### config.mk
export PLATFORM = sky130hd
export DESIGN_NAME = log_map_phase_ctrl
export DESIGN_NICKNAME = d
export VERILOG_FILES = /design/src/rtl/log_map_phase_ctrl_pkg.sv /design/src/rtl/log_map_phase_ctrl_delay_line.sv /design/src/rtl/log_map_phase_ctrl.sv
export SDC_FILE = /design/constraint.sdc
export NUM_CORES = 1
export LEC_CHECK = 0
export ABC_CLOCK_PERIOD_IN_PS = 3500
export CELL_PAD_IN_SITES_DETAIL_PLACEMENT = 0
export CELL_PAD_IN_SITES_GLOBAL_PLACEMENT = 1
export CORE_UTILIZATION = 41
export CTS_CLUSTER_SIZE = 24
export DETAILED_ROUTE_END_ITERATION = 8
export PLACE_DENSITY_LB_ADDON = 0.1
export SETUP_SLACK_MARGIN = 0.05
export SLEW_MARGIN = 30
export SYNTH_ARGS = -nofsm -noshare
export SYNTH_HDL_FRONTEND = slang
export SYNTH_SLANG_ARGS = --single-unit
### constraint.sdc
create_clock -name clk -period 3.5 [get_ports clk]
set_input_delay 0.875 -clock clk [delete_from_list [all_inputs] [get_ports clk]]
set_output_delay 0.875 -clock clk [all_outputs]
set_load 0.005 [all_outputs]
### src/rtl/log_map_phase_ctrl_pkg.sv
// Shared parameters, phase encodings and memory word layout for the log-MAP SISO core.
package log_map_phase_ctrl_pkg;

  localparam int LM_CODELENGTH = 256;
  localparam int LM_ADDRLENGTH = 9;
  localparam int LM_TAIL       = 3;
  localparam int LM_PIPE_LAT   = 2;

  // Branch/state metric word layouts shared with the compute units.
  localparam int METRIC_W      = 8;
  localparam int GAMMA_G0_LSB  = 0;
  localparam int GAMMA_G1_LSB  = METRIC_W;
  localparam int GAMMA_W       = 2 * METRIC_W;
  localparam int ALPHA_LO_LSB  = 0;
  localparam int ALPHA_HI_LSB  = 4 * METRIC_W;
  localparam int BETA_LO_LSB   = 0;
  localparam int BETA_HI_LSB   = 4 * METRIC_W;

  typedef enum logic [2:0] {
    PH_IDLE  = 3'd0,
    PH_FWD   = 3'd1,
    PH_ATERM = 3'd2,
    PH_BTERM = 3'd3,
    PH_BWD   = 3'd4,
    PH_EXT   = 3'd5,
    PH_FLUSH = 3'd6
  } phase_e;

endpackage

### src/rtl/log_map_phase_ctrl_delay_line.sv
// Fixed-depth shift register carrying {wen, addr, valid} to line writes up with compute latency.
module lm_delay_line #(
  parameter int DEPTH = 2,
  parameter int AW    = 9
) (
  input  logic          clk,
  input  logic          rst_n,
  input  logic          in_wen,
  input  logic [AW-1:0] in_addr,
  input  logic          in_valid,
  output logic          out_wen,
  output logic [AW-1:0] out_addr,
  output logic          out_valid
);

  localparam int DW = AW + 2;

  logic [DW-1:0] pipe_r [DEPTH];

  // Shift the strobe/address word one stage per cycle.
  always_ff @(posedge clk or negedge rst_n) begin
    if (!rst_n) begin
      for (int i = 0; i < DEPTH; i++) pipe_r[i] <= {DW{1'b0}};
    end else begin
      pipe_r[0] <= {in_wen, in_addr, in_valid};
      for (int i = 1; i < DEPTH; i++) pipe_r[i] <= pipe_r[i-1];
    end
  end

  assign {out_wen, out_addr, out_valid} = pipe_r[DEPTH-1];

endmodule

### src/rtl/log_map_phase_ctrl.sv
// Phase sequencer for one log-MAP SISO pass: forward, alpha/beta termination, backward, extrinsic.
module log_map_phase_ctrl
  import log_map_phase_ctrl_pkg::*;
#(
  parameter int CODELENGTH = LM_CODELENGTH,
  parameter int ADDRLENGTH = LM_ADDRLENGTH,
  parameter int TAIL       = LM_TAIL,
  parameter int PIPE_LAT   = LM_PIPE_LAT
) (
  input  logic                  clk,
  input  logic                  rst_n,
  input  logic                  start,
  input  logic                  in_valid,
  output logic                  busy,
  output logic                  done,
  output logic [ADDRLENGTH-1:0] gamma_addr,
  output logic                  gamma_wen,
  output logic [ADDRLENGTH-1:0] alpha_addr,
  output logic                  alpha_wen,
  output logic [ADDRLENGTH-1:0] beta_addr,
  output logic                  beta_wen,
  output logic                  alpha_init,
  output logic                  aterm_init,
  output logic                  bterm_init,
  output logic                  bwd_init,
  output logic [2:0]            phase,
  output logic                  ext_valid
);

  localparam int AW = ADDRLENGTH;
  localparam logic [AW-1:0] ZERO_A       = {AW{1'b0}};
  localparam logic [AW-1:0] ONE_A        = AW'(1);
  localparam logic [AW-1:0] K_A          = AW'(CODELENGTH);
  localparam logic [AW-1:0] KM1_A        = AW'(CODELENGTH - 1);
  localparam logic [AW-1:0] KTOP_A       = AW'(CODELENGTH + TAIL - 1);
  localparam logic [AW-1:0] TAIL_A       = AW'(TAIL);
  localparam logic [AW-1:0] LAST_TERM_A  = AW'(TAIL + PIPE_LAT - 1);
  localparam logic [AW-1:0] LAST_BWD_A   = AW'(CODELENGTH + PIPE_LAT - 1);
  localparam logic [AW-1:0] LAST_FLUSH_A = AW'(PIPE_LAT - 1);

  phase_e        state_r;
  phase_e        follow_s;
  logic [AW-1:0] cnt_r;
  logic [AW-1:0] last_cnt_s;
  logic          first_r;
  logic          step_s;
  logic          dly_in_wen_s;
  logic [AW-1:0] dly_in_addr_s;
  logic          dly_in_valid_s;
  logic          dly_wen_s;
  logic [AW-1:0] dly_addr_s;
  logic          dly_valid_s;

  // Per-phase terminal count, successor phase and counter-advance condition.
  always_comb begin
    last_cnt_s = ZERO_A;
    follow_s   = PH_IDLE;
    step_s     = 1'b1;
    case (state_r)
      PH_IDLE:  begin last_cnt_s = ZERO_A;       follow_s = PH_FWD;   step_s = start;    end
      PH_FWD:   begin last_cnt_s = KTOP_A;       follow_s = PH_ATERM; step_s = in_valid; end
      PH_ATERM: begin last_cnt_s = LAST_TERM_A;  follow_s = PH_BTERM; end
      PH_BTERM: begin last_cnt_s = LAST_TERM_A;  follow_s = PH_BWD;   end
      PH_BWD:   begin last_cnt_s = LAST_BWD_A;   follow_s = PH_EXT;   end
      PH_EXT:   begin last_cnt_s = KM1_A;        follow_s = PH_FLUSH; end
      PH_FLUSH: begin last_cnt_s = LAST_FLUSH_A; follow_s = PH_IDLE;  end
      default:  begin last_cnt_s = ZERO_A;       follow_s = PH_IDLE;  step_s = 1'b0;     end
    endcase
  end

  // Phase FSM with a single counter cleared on every transition.
  always_ff @(posedge clk or negedge rst_n) begin
    if (!rst_n) begin
      state_r <= PH_IDLE;
      cnt_r   <= ZERO_A;
      first_r <= 1'b0;
    end else begin
      first_r <= 1'b0;
      if (step_s) begin
        if (cnt_r == last_cnt_s) begin
          state_r <= follow_s;
          cnt_r   <= ZERO_A;
          first_r <= 1'b1;
        end else begin
          cnt_r <= cnt_r + ONE_A;
        end
      end
    end
  end

  // Address/strobe decode; termination and backward writes come out of the delay line.
  always_comb begin
    gamma_addr    = ZERO_A;
    gamma_wen     = 1'b0;
    alpha_addr    = ZERO_A;
    alpha_wen     = 1'b0;
    beta_addr     = ZERO_A;
    beta_wen      = 1'b0;
    alpha_init    = 1'b0;
    aterm_init    = 1'b0;
    bterm_init    = 1'b0;
    bwd_init      = 1'b0;
    dly_in_wen_s  = 1'b0;
    dly_in_addr_s = ZERO_A;
    case (state_r)
      PH_FWD: begin
        alpha_init = first_r;
        gamma_addr = cnt_r;
        gamma_wen  = in_valid;
        alpha_addr = cnt_r;
        alpha_wen  = in_valid && (cnt_r < K_A);
      end
      PH_ATERM: begin
        aterm_init    = first_r;
        dly_in_wen_s  = (cnt_r < TAIL_A);
        dly_in_addr_s = dly_in_wen_s ? (K_A + cnt_r) : KTOP_A;
        gamma_addr    = dly_in_addr_s;
        alpha_addr    = dly_addr_s;
        alpha_wen     = dly_wen_s;
      end
      PH_BTERM: begin
        bterm_init    = first_r;
        dly_in_wen_s  = (cnt_r < TAIL_A);
        dly_in_addr_s = dly_in_wen_s ? (KTOP_A - cnt_r) : K_A;
        gamma_addr    = dly_in_addr_s;
        beta_addr     = dly_addr_s;
        beta_wen      = dly_wen_s;
      end
      PH_BWD: begin
        // Saturate at 0 once the K reads are issued so the counter never wraps.
        bwd_init      = first_r;
        dly_in_wen_s  = (cnt_r < K_A);
        dly_in_addr_s = dly_in_wen_s ? (KM1_A - cnt_r) : ZERO_A;
        gamma_addr    = dly_in_addr_s;
        beta_addr     = dly_addr_s;
        beta_wen      = dly_wen_s;
      end
      PH_EXT: begin
        gamma_addr = cnt_r;
        alpha_addr = cnt_r;
        beta_addr  = cnt_r + ONE_A;
      end
      default: begin
        gamma_addr = ZERO_A;
      end
    endcase
  end

  assign dly_in_valid_s = (state_r == PH_EXT);

  lm_delay_line #(
    .DEPTH (PIPE_LAT),
    .AW    (AW)
  ) u_dly (
    .clk       (clk),
    .rst_n     (rst_n),
    .in_wen    (dly_in_wen_s),
    .in_addr   (dly_in_addr_s),
    .in_valid  (dly_in_valid_s),
    .out_wen   (dly_wen_s),
    .out_addr  (dly_addr_s),
    .out_valid (dly_valid_s)
  );

  assign ext_valid = dly_valid_s;
  assign busy      = (state_r != PH_IDLE);
  assign done      = (state_r == PH_FLUSH) && (cnt_r == LAST_FLUSH_A);
  assign phase     = state_r;

endmodule

==> results.md, run 1 <==
Synth:
- Synthesis produced a netlist with a net count of 234.
- The count of mapped cells out of synthesis is 227.
- After synthesis the cells add up to 2110 um^2.
- The average cell area after synthesis is 9.30 um^2.
- For this run, asynchronously set or reset flops after synthesis account for 1.00.
- The most frequently used flop master after synthesis is sky130_fd_sc_hd__dfrtp_1.
- Synthesis inferred 35 register bits.
- Synthesis instantiated 49 different standard cells from the library.
- The number of synthesis warnings is 0.
- The number of enable flip-flop cells after synthesis is 0.
- The share of the Yosys chip area taken by registers is 0.415.

Worst setup path:
- STA classifies the critical path startpoint as a register.
- The critical path data arrival time is 2.42 ns.
- The number of stages on the worst setup path is 6.
- The sort of element at the end of the critical path is an output port.
- Among cell families on the critical path, the largest total delay comes from simple AND/OR/NAND/NOR gates.
- The required time of the worst setup path is 2.62 ns.
- The largest stage delay on the critical path is 0.52 ns.
- Walking the worst path, the cells encountered are nor3_4 > nand4_1 > a211o_1 > and2_1 > mux2i_1 > clkdlybuf4s50_1.
- The number of buffers and inverters on the critical path is 1.
- Along the worst path, the maximum fanout reaches 9.
- The slowest cell on the critical path is sky130_fd_sc_hd__dfrtp_1.
- The worst setup path is of the register to output port kind.
- The number of cells traversed by the worst register-to-register path is 6.
- The reg2reg setup slack is 0.95 ns.

Cells and area:
- The area taken by flip-flops and latches is 878 um^2.
- The final cell count without fillers is 333.
- The number of nets in the layout is 272.
- The fraction of layout cells with a size suffix above 1 is 0.120.
- The area used by multi-input combinational logic is 1090 um^2.
- In the layout the commonest cells are sky130_fd_sc_hd__clkdlybuf4s50_1, sky130_fd_sc_hd__dfrtp_1, sky130_fd_sc_hd__nand2_1.
- The fill cell total of the finished layout is 483.
- Relative to the synthesized area, the layout overhead comes to 26.1%.
- The leading cell type in the layout, fill and taps excluded is sky130_fd_sc_hd__clkdlybuf4s50_1.
- The number of antenna diodes in the final layout is 0.

Hold path:
- The cell count of the worst hold path is 0.
- The class of the tightest hold or removal check is register to register.

Clock network:
- The later-pin clock latency in the skew report is 0.29 ns.
- The root buffer cell chosen for the clock tree is sky130_fd_sc_hd__clkbuf_8.
- The total setup buffers inserted after CTS is 0.
- In this run the number of H-tree levels came out at 2.
- Counting every sink on the clock net gives 35.
- Clock-pin slew was measured on the worst setup and hold paths at 0.08 ns.
- The maximum clock path buffer count is 2.
- The TritonCTS buffer count is 5.
- The post-cts sizing count is 0.
- The CTS tree is built.
- The count of hold-fix buffers inserted at cts is 0.

Detailed routing:
- The number of nets with antenna violations after detailed routing is 0.
- The routed wirelength normalized by instance count is 16.0 um.
- The total routed wirelength is 5340 um.
- The first detailed-routing pass took 4 iterations.
- The per-cell via count in the routed design is 5.38.
- The total via count in the routed design is 1791.
- The post-detailed-route DRC marker count is 0.
- The iteration-0 DRC count of the detailed router is 76.

Die:
- The horizontal die dimension is 73.8 um.
- In this run the core area contains 25 standard-cell rows.
- The area of the die is 5440 um^2.
- In this run the standard cell core region covers 4850 um^2.
- Measured along the y axis, the die boundary spans 73.8 um.
- 44 I/O pins were placed.
- For this configuration, the core starts out at a cell density of 0.435.

Flow run:
- The tool flagged a number of max-cap violations equal to 0.

Pwr:
- The internal portion of the total power is 0.685 mW.
- The analysis attributes to cell leakage a power of 1.17 nW.
- Of the total power, the share spent switching nets is 0.358.
- The power per unit of standard cell area is 401 nW/um^2.
- The peak ir drop on the vdd network is 0.245 mV.
- The portion of total power attributed to combinational logic is 0.233.
- The net load switching power is 0.383 mW.
- The total power is 1.07 mW.
- The part of the power in registers is 0.499.
- The clock network power share is 0.268.

Placement:
- In this run, placement finished with an instance count of 325.
- Prior to clock tree synthesis, the placed netlist has a worst setup slack of 0.337 ns.
- At the end of routability-driven placement, the weighted congestion stood at 0.789.
- The detailed placement HPWL is 3820 um.
- The count of buffers inserted at the top-level ports is 43.

STA:
- Across all setup checks in the final design, the least slack found is 0.208 ns.
- Setup repair after global routing left no endpoint under its margin.
- The final setup skew is 0.0116 ns.
- The minimum clock period after layout is 3.29 ns.
- The max-slew headroom at the worst pin is 0.620.
- The tightest hold path in the finished design has a slack of 0.349 ns.
- Setup violations remaining at the end of the flow were counted as 0.
- The highest achievable clock rate is 0.304 GHz.
- The hold violation count in the final report came to 0.
- The final max-slew violation count is 0.
- The part of the cycle the worst path needs is 0.941.
- For the pin with the worst max-slew slack, the measured transition is 0.567 ns.
- The aggregate negative setup slack is 0 ns.

GRT:
- In the global route stage, overall resource usage came out at 0.220.
- The wire length of the first global-routing pass is 8760 um.
- The overall overflow remaining after global route is 0.
- Entering global routing, the biggest net connects 36 pins.
- The initial antenna violation count is 0.
- The via count of the first global-routing pass was 1703.

Outcome:
- The flow ran to the end, and the final reports show no timing, DRC or antenna violations.
==> layout make-up <==
cell class,count,share of cell area
sequential,35,0.330
multi-input combinational,164,0.409
timing repair buffer,52,0.187
clock buffer,6,0.0273
tap,67,0.0315
clock inverter,2,0.00470
inverter,7,0.00987
==> cells in the mapped netlist, types with 2 or more instances <==
| master | n | area, um^2 |
|---|---|---|
| sky130_fd_sc_hd__xnor2_1 | 5 | 43.8 |
| sky130_fd_sc_hd__dfrtp_1 | 35 | 876 |
| sky130_fd_sc_hd__clkbuf_1 | 9 | 33.8 |
| sky130_fd_sc_hd__xor2_1 | 3 | 26.3 |
| sky130_fd_sc_hd__mux2_1 | 2 | 22.5 |
| sky130_fd_sc_hd__nand2b_1 | 5 | 31.3 |
| sky130_fd_sc_hd__o21ai_4 | 2 | 32.5 |
| sky130_fd_sc_hd__nor3_1 | 4 | 20.0 |
| sky130_fd_sc_hd__a21oi_1 | 2 | 10.0 |
| sky130_fd_sc_hd__or3_1 | 2 | 12.5 |
| sky130_fd_sc_hd__mux2i_1 | 3 | 30.0 |
| sky130_fd_sc_hd__nand2_1 | 32 | 120 |
| sky130_fd_sc_hd__nand4_1 | 3 | 18.8 |
| sky130_fd_sc_hd__ha_1 | 3 | 37.5 |
| sky130_fd_sc_hd__nand3_1 | 6 | 30.0 |
| sky130_fd_sc_hd__nor2_1 | 14 | 52.6 |
| sky130_fd_sc_hd__inv_1 | 6 | 22.5 |
| sky130_fd_sc_hd__o31ai_1 | 5 | 37.5 |
| sky130_fd_sc_hd__buf_2 | 6 | 30.0 |
| sky130_fd_sc_hd__and2_1 | 4 | 25.0 |
| sky130_fd_sc_hd__and3_1 | 4 | 25.0 |
| sky130_fd_sc_hd__buf_6 | 4 | 45.0 |
| sky130_fd_sc_hd__nor3b_1 | 3 | 22.5 |
| sky130_fd_sc_hd__a22o_1 | 17 | 149 |
| sky130_fd_sc_hd__o21ai_0 | 17 | 85.1 |
| sky130_fd_sc_hd__a21o_1 | 5 | 37.5 |
| sky130_fd_sc_hd__nand3b_1 | 2 | 15.0 |
| sky130_fd_sc_hd__a31oi_1 | 3 | 18.8 |
==> power groups by stage <==
| stage | Clock [mW] | Combinational (mW) | Sequential, mW |
|---|---|---|---|
| final | 0.286 | 0.248 | 0.533 |
| after CTS | 0.294 | 0.251 | 0.529 |
| after global placement | 0 | 0.248 | 0.536 |
| after global routing | 0.311 | 0.286 | 0.540 |
| after detailed placement | 0 | 0.249 | 0.537 |
| after floorplan | 0 | 0.240 | 0.470 |
==> metrics by stage <==
step                      utilization  instance area, um^2
after floorplan                     -                 2110
after global placement          0.530                 2570
after detailed placement        0.530                 2570
after CTS                       0.548                 2660
after global routing            0.549                 2660
final                           0.549                 2660
==> path summary, 6_finish.rpt <==
check / from / end
worst min-delay path: u_dly.pipe_r[20] / u_dly.out_addr[8]
worst max register to register: phase[0] / phase[1]
worst max-delay path: cnt_r[3] / gamma_addr[4]
min in group asynchronous: rst_n / u_dly.pipe_r[15]
max in group asynchronous: rst_n / phase[1]
worst min register to register: u_dly.pipe_r[20] / u_dly.out_addr[8]
==> worst reg2reg max path, delay by kind of cell (launching register included) <==
kind | cells | cell delay [ns]
flops | 1 | 0.67
compound gates | 1 | 0.23
mux | 1 | 0.36
simple gates | 2 | 0.73
buf+inv | 1 | 0.18
fa+ha+maj | 1 | 0.25
==> registers in the layout, summed over array words and instances (netlist names) <==
name,count
first_r,1
phase,3
u_dly.pipe_r,11
u_dly.out_valid,1
cnt_r,9
u_dly.out_addr,9
u_dly.out_wen,1
==> routing by layer <==
| metal | GRT usage | vias to the layer above | share of wire |
|---|---|---|---|
| met4 | 0.0577 | 0 | 0.013 |
| met2 | 0.356 | 46 | 0.48 |
| met5 | 0 | - | 0 |
| met3 | 0.0425 | 9 | 0.044 |
| met1 | 0.300 | 858 | 0.47 |
| li1 | - | 878 | - |
==> kinds of logic (layout without fill, tap and decap cells) <==
family | Yosys count | count (layout) | share of synthesized area
xor gates and xnor gates | 8 | 8 | 0.0332
muxes | 6 | 6 | 0.0302
DFF | 35 | 35 | 0.415
adders and majority gates | 3 | 3 | 0.0178
AOI/OAI and AO/OA | 60 | 60 | 0.215
and+or+nand+nor | 87 | 87 | 0.219
buffers and inverters | 28 | 67 | 0.0699
Power figures use the tool's default switching activity.
==> run 2: changes to the inputs <==
--- a/config.mk
+++ b/config.mk
@@ -6,6 +6,7 @@
 export NUM_CORES = 1
 export LEC_CHECK = 0
 export ABC_CLOCK_PERIOD_IN_PS = 3500
+export CAP_MARGIN = 20
 export CELL_PAD_IN_SITES_DETAIL_PLACEMENT = 0
 export CELL_PAD_IN_SITES_GLOBAL_PLACEMENT = 1
 export CORE_UTILIZATION = 41
==> results of run 2 <==
Same layout as run 1: the final DEF is identical, and so are final timing and power.
==> run 3: changes to the inputs <==
==> constraint.sdc (replaced) <==
create_clock -name clk -period 3.5 [get_ports clk]
set_input_delay 0.35 -clock clk [delete_from_list [all_inputs] [get_ports clk]]
set_output_delay 0.35 -clock clk [all_outputs]
set_load 0.005 [all_outputs]
==> run 3 against run 2 <==
  * Worst hold slack gained 0.00094 ns
  * Largest power group unchanged
  * Worst setup slack gained 0.16 ns
  * Combinational power shrank 8.5%
  * Sequential cell count is the same
  * Sequential share of layout area grew 0.22 points
==> results.md, run 3 (synthesized netlist as in run 1, its figures left out) <==
Clock network:
- The total setup buffers inserted after CTS is 0.
- The clock root buffer is sky130_fd_sc_hd__clkbuf_8.
- Clock tree synthesis inserted a total of 5 buffers.
- CTS saw 35 sinks.
- Clock-pin slew was measured on the worst setup and hold paths at 0.07 ns.
- Gates resized during post-CTS repair numbered 0.
- The H-tree was split into 2 levels.
- The count of hold-fix buffers inserted at cts is 0.
- The maximum clock path buffer count is 2.
- The clock reaches the later pin of the worst-skew pair after 0.29 ns.
- The CTS tree is built.

GRT:
- The largest net degree at the start of global routing is 36.
- The overall overflow remaining after global route is 0.
- The via count of the first global-routing pass is 1691.
- The initial antenna violation count is 0.
- The combined global-route utilization of all metal layers is 0.231.
- The first global-routing pass estimated 9180 um of wire.

Cells and area:
- The fill cell total of the finished layout is 467.
- The antenna diode count is 0.
- The register with the most flip-flops in the final layout is u_dly.pipe_r.
- Leaving out fill and tap cells, the most frequent cell in the layout is sky130_fd_sc_hd__clkdlybuf4s50_1.
- The final cell count without fillers is 329.
- The area growth from synthesis to layout is 24.9%.
- After the last flow step, the layout net total stands at 269.
- The number of flip-flops under the largest register name is 11.
- In the final layout, the share of cells above drive strength 1 is 0.0992.
- In the layout the commonest cells are sky130_fd_sc_hd__clkdlybuf4s50_1, sky130_fd_sc_hd__dfrtp_1, sky130_fd_sc_hd__nand2_1.

Worst setup path:
- In this run the worst path has a maximum fanout of 18.
- The sort of element at the end of the critical path is an output port.
- The critical path data arrival time is 2.78 ns.
- The worst setup path is launched from a register.
- The critical path startpoint is phase[2].
- The required time of the worst setup path is 3.15 ns.
- The worst setup path is of the register to output port kind.
- The critical register-to-register path startpoint is phase[1].

Pwr:
- Dividing total power by cell area gives a power density of 405 nW/um^2.
- The part of the power in registers is 0.510.
- Cell internal power was estimated by the tool at 0.693 mW.
- The peak ir drop on the vdd network is 0.285 mV.
- After layout, the design draws a total of 1.07 mW.
- The clock network power share is 0.277.
- For this design the total switching power over the nets is 0.375 mW.
- Of the total power, the share spent switching nets is 0.351.
- Of the total power, combinational logic draws 0.213.
- The analysis attributes to cell leakage a power of 1.17 nW.

STA:
- For the final routed database, the setup TNS stands at 0 ns.
- Of the available clock period, the critical path in the final layout requires 0.894.
- On the final layout, the worst clock skew is 0.00644 ns.
- The smallest clock period supported by the final layout is computed as 3.13 ns.
- The final count of negative-setup-slack endpoints is 0.
- The final max-slew violation count was 0.
- The highest achievable clock rate is 0.320 GHz.
- Setup repair after global routing left no endpoint under its margin.
- The final worst hold slack is 0.350 ns.
- The hold violation count in the final report is 0.
- The transition time at the pin with the least slew margin is 0.620 ns.
- The max-slew headroom at the worst pin is 0.584.

Placement:
- The weighted congestion at the end of routability-driven global placement is 0.763.
- The count of placed standard cells including taps is 322.
- Input and output buffers added on the ports amount to 43.
- The detailed placement HPWL is 3680 um.

Die:
- The top-level I/O count is 44.
- The die covers 5440 um^2.
- The horizontal die dimension is 73.8 um.
- The floorplan row count is 25.
- The core area is 4850 um^2.
- The height of the die is 73.8 um.
- The initial standard-cell utilization of the core is 0.435.

Detailed routing:
- The number of nets with antenna violations after detailed routing is 0.
- The iteration-0 DRC count of the detailed router is 137.
- The post-detailed-route DRC marker count is 0.
- The routed wirelength normalized by instance count is 16.4 um.
- Using the TritonRoute via totals, the vias-per-cell ratio works out to 5.29.
- The length of the first detailed-routing pass in iterations is 4.
- The routed design has 5390 um of wire.
- The total via count in the routed design is 1741.

Hold path:
- The class of the tightest hold or removal check is register to register.
- In this run the most critical hold path is launched from u_dly.pipe_r[12].

Outcome:
- The run finished with clean final reports.

Flow run:
- The number of violations of the max-capacitance limit is 0.
[run 3: cell count changes in the layout (fill, tap and decap cells not counted)]
cell	previous run	this run
sky130_fd_sc_hd__buf_4	9	6
sky130_fd_sc_hd__clkbuf_1	1	0
sky130_fd_sc_hd__clkbuf_8	5	6
sky130_fd_sc_hd__clkinvlp_4	1	0
sky130_fd_sc_hd__dfrtp_1	33	35
sky130_fd_sc_hd__dfrtp_2	2	0
sky130_fd_sc_hd__nand2b_1	4	5
sky130_fd_sc_hd__nand2b_2	1	0
[run 3: worst paths after layout]
| check | slack (ns) | cells past startpoint | to |
|---|---|---|---|
| setup / recovery | 0.37 | 6 | gamma_addr[4] |
| hold / removal | 0.35 | 0 | u_dly.out_addr[0] |
| setup reg to reg | 0.92 | 6 | cnt_r[0] |
| hold reg to reg | 0.35 | 0 | u_dly.out_addr[0] |
| max in group asynchronous | 2.70 | 2 | cnt_r[2] |
| min in group asynchronous | 0.47 | 2 | phase[1] |
[run 3: worst max-delay path, cell delays in order, from the launching register on]
cell                              delay, ns
sky130_fd_sc_hd__dfrtp_1               0.71
sky130_fd_sc_hd__nand2b_1              0.43
sky130_fd_sc_hd__nor2_1                0.24
sky130_fd_sc_hd__nand2_1               0.21
sky130_fd_sc_hd__and2_1                0.23
sky130_fd_sc_hd__mux2i_1               0.14
sky130_fd_sc_hd__clkdlybuf4s50_1       0.53
[run 3: per-stage QoR]
| stage | setup slack [ns] | util | cell area (um^2) |
|---|---|---|---|
| floorplan | 1.17 | - | 2110 |
| global placement | 0.717 | 0.526 | 2550 |
| detailed placement | 0.699 | 0.526 | 2550 |
| CTS | 0.375 | 0.544 | 2640 |
| global route | 0.103 | 0.544 | 2640 |
| finish | 0.371 | 0.544 | 2640 |
[run 3: power groups by stage]
stage	Clock, mW	Combinational, mW	Sequential (mW)
floorplan	0	0.240	0.470
global placement	0	0.227	0.550
detailed placement	0	0.226	0.551
CTS	0.301	0.229	0.544
global route	0.318	0.263	0.557
finish	0.296	0.227	0.545
[run 3: layout make-up]
type | instances | area, um^2 | share of cell area
clock buffer | 6 | 82.6 | 0.0313
clock inverter | 1 | 5.00 | 0.00190
inverter | 7 | 26.3 | 0.00997
multi-input combinational | 164 | 1090 | 0.412
sequential | 35 | 876 | 0.332
tap | 67 | 83.8 | 0.0318
timing repair buffer | 49 | 475 | 0.180
[run 3: routing by layer]
metal	vias to the layer above	track usage	wire [um]	part of all wire
met5	-	0	0	0
met4	0	0.0705	23	0.0043
met3	2	0.0425	389	0.072
met2	64	0.328	2280	0.42
met1	806	0.351	2690	0.50
li1	869	-	-	-
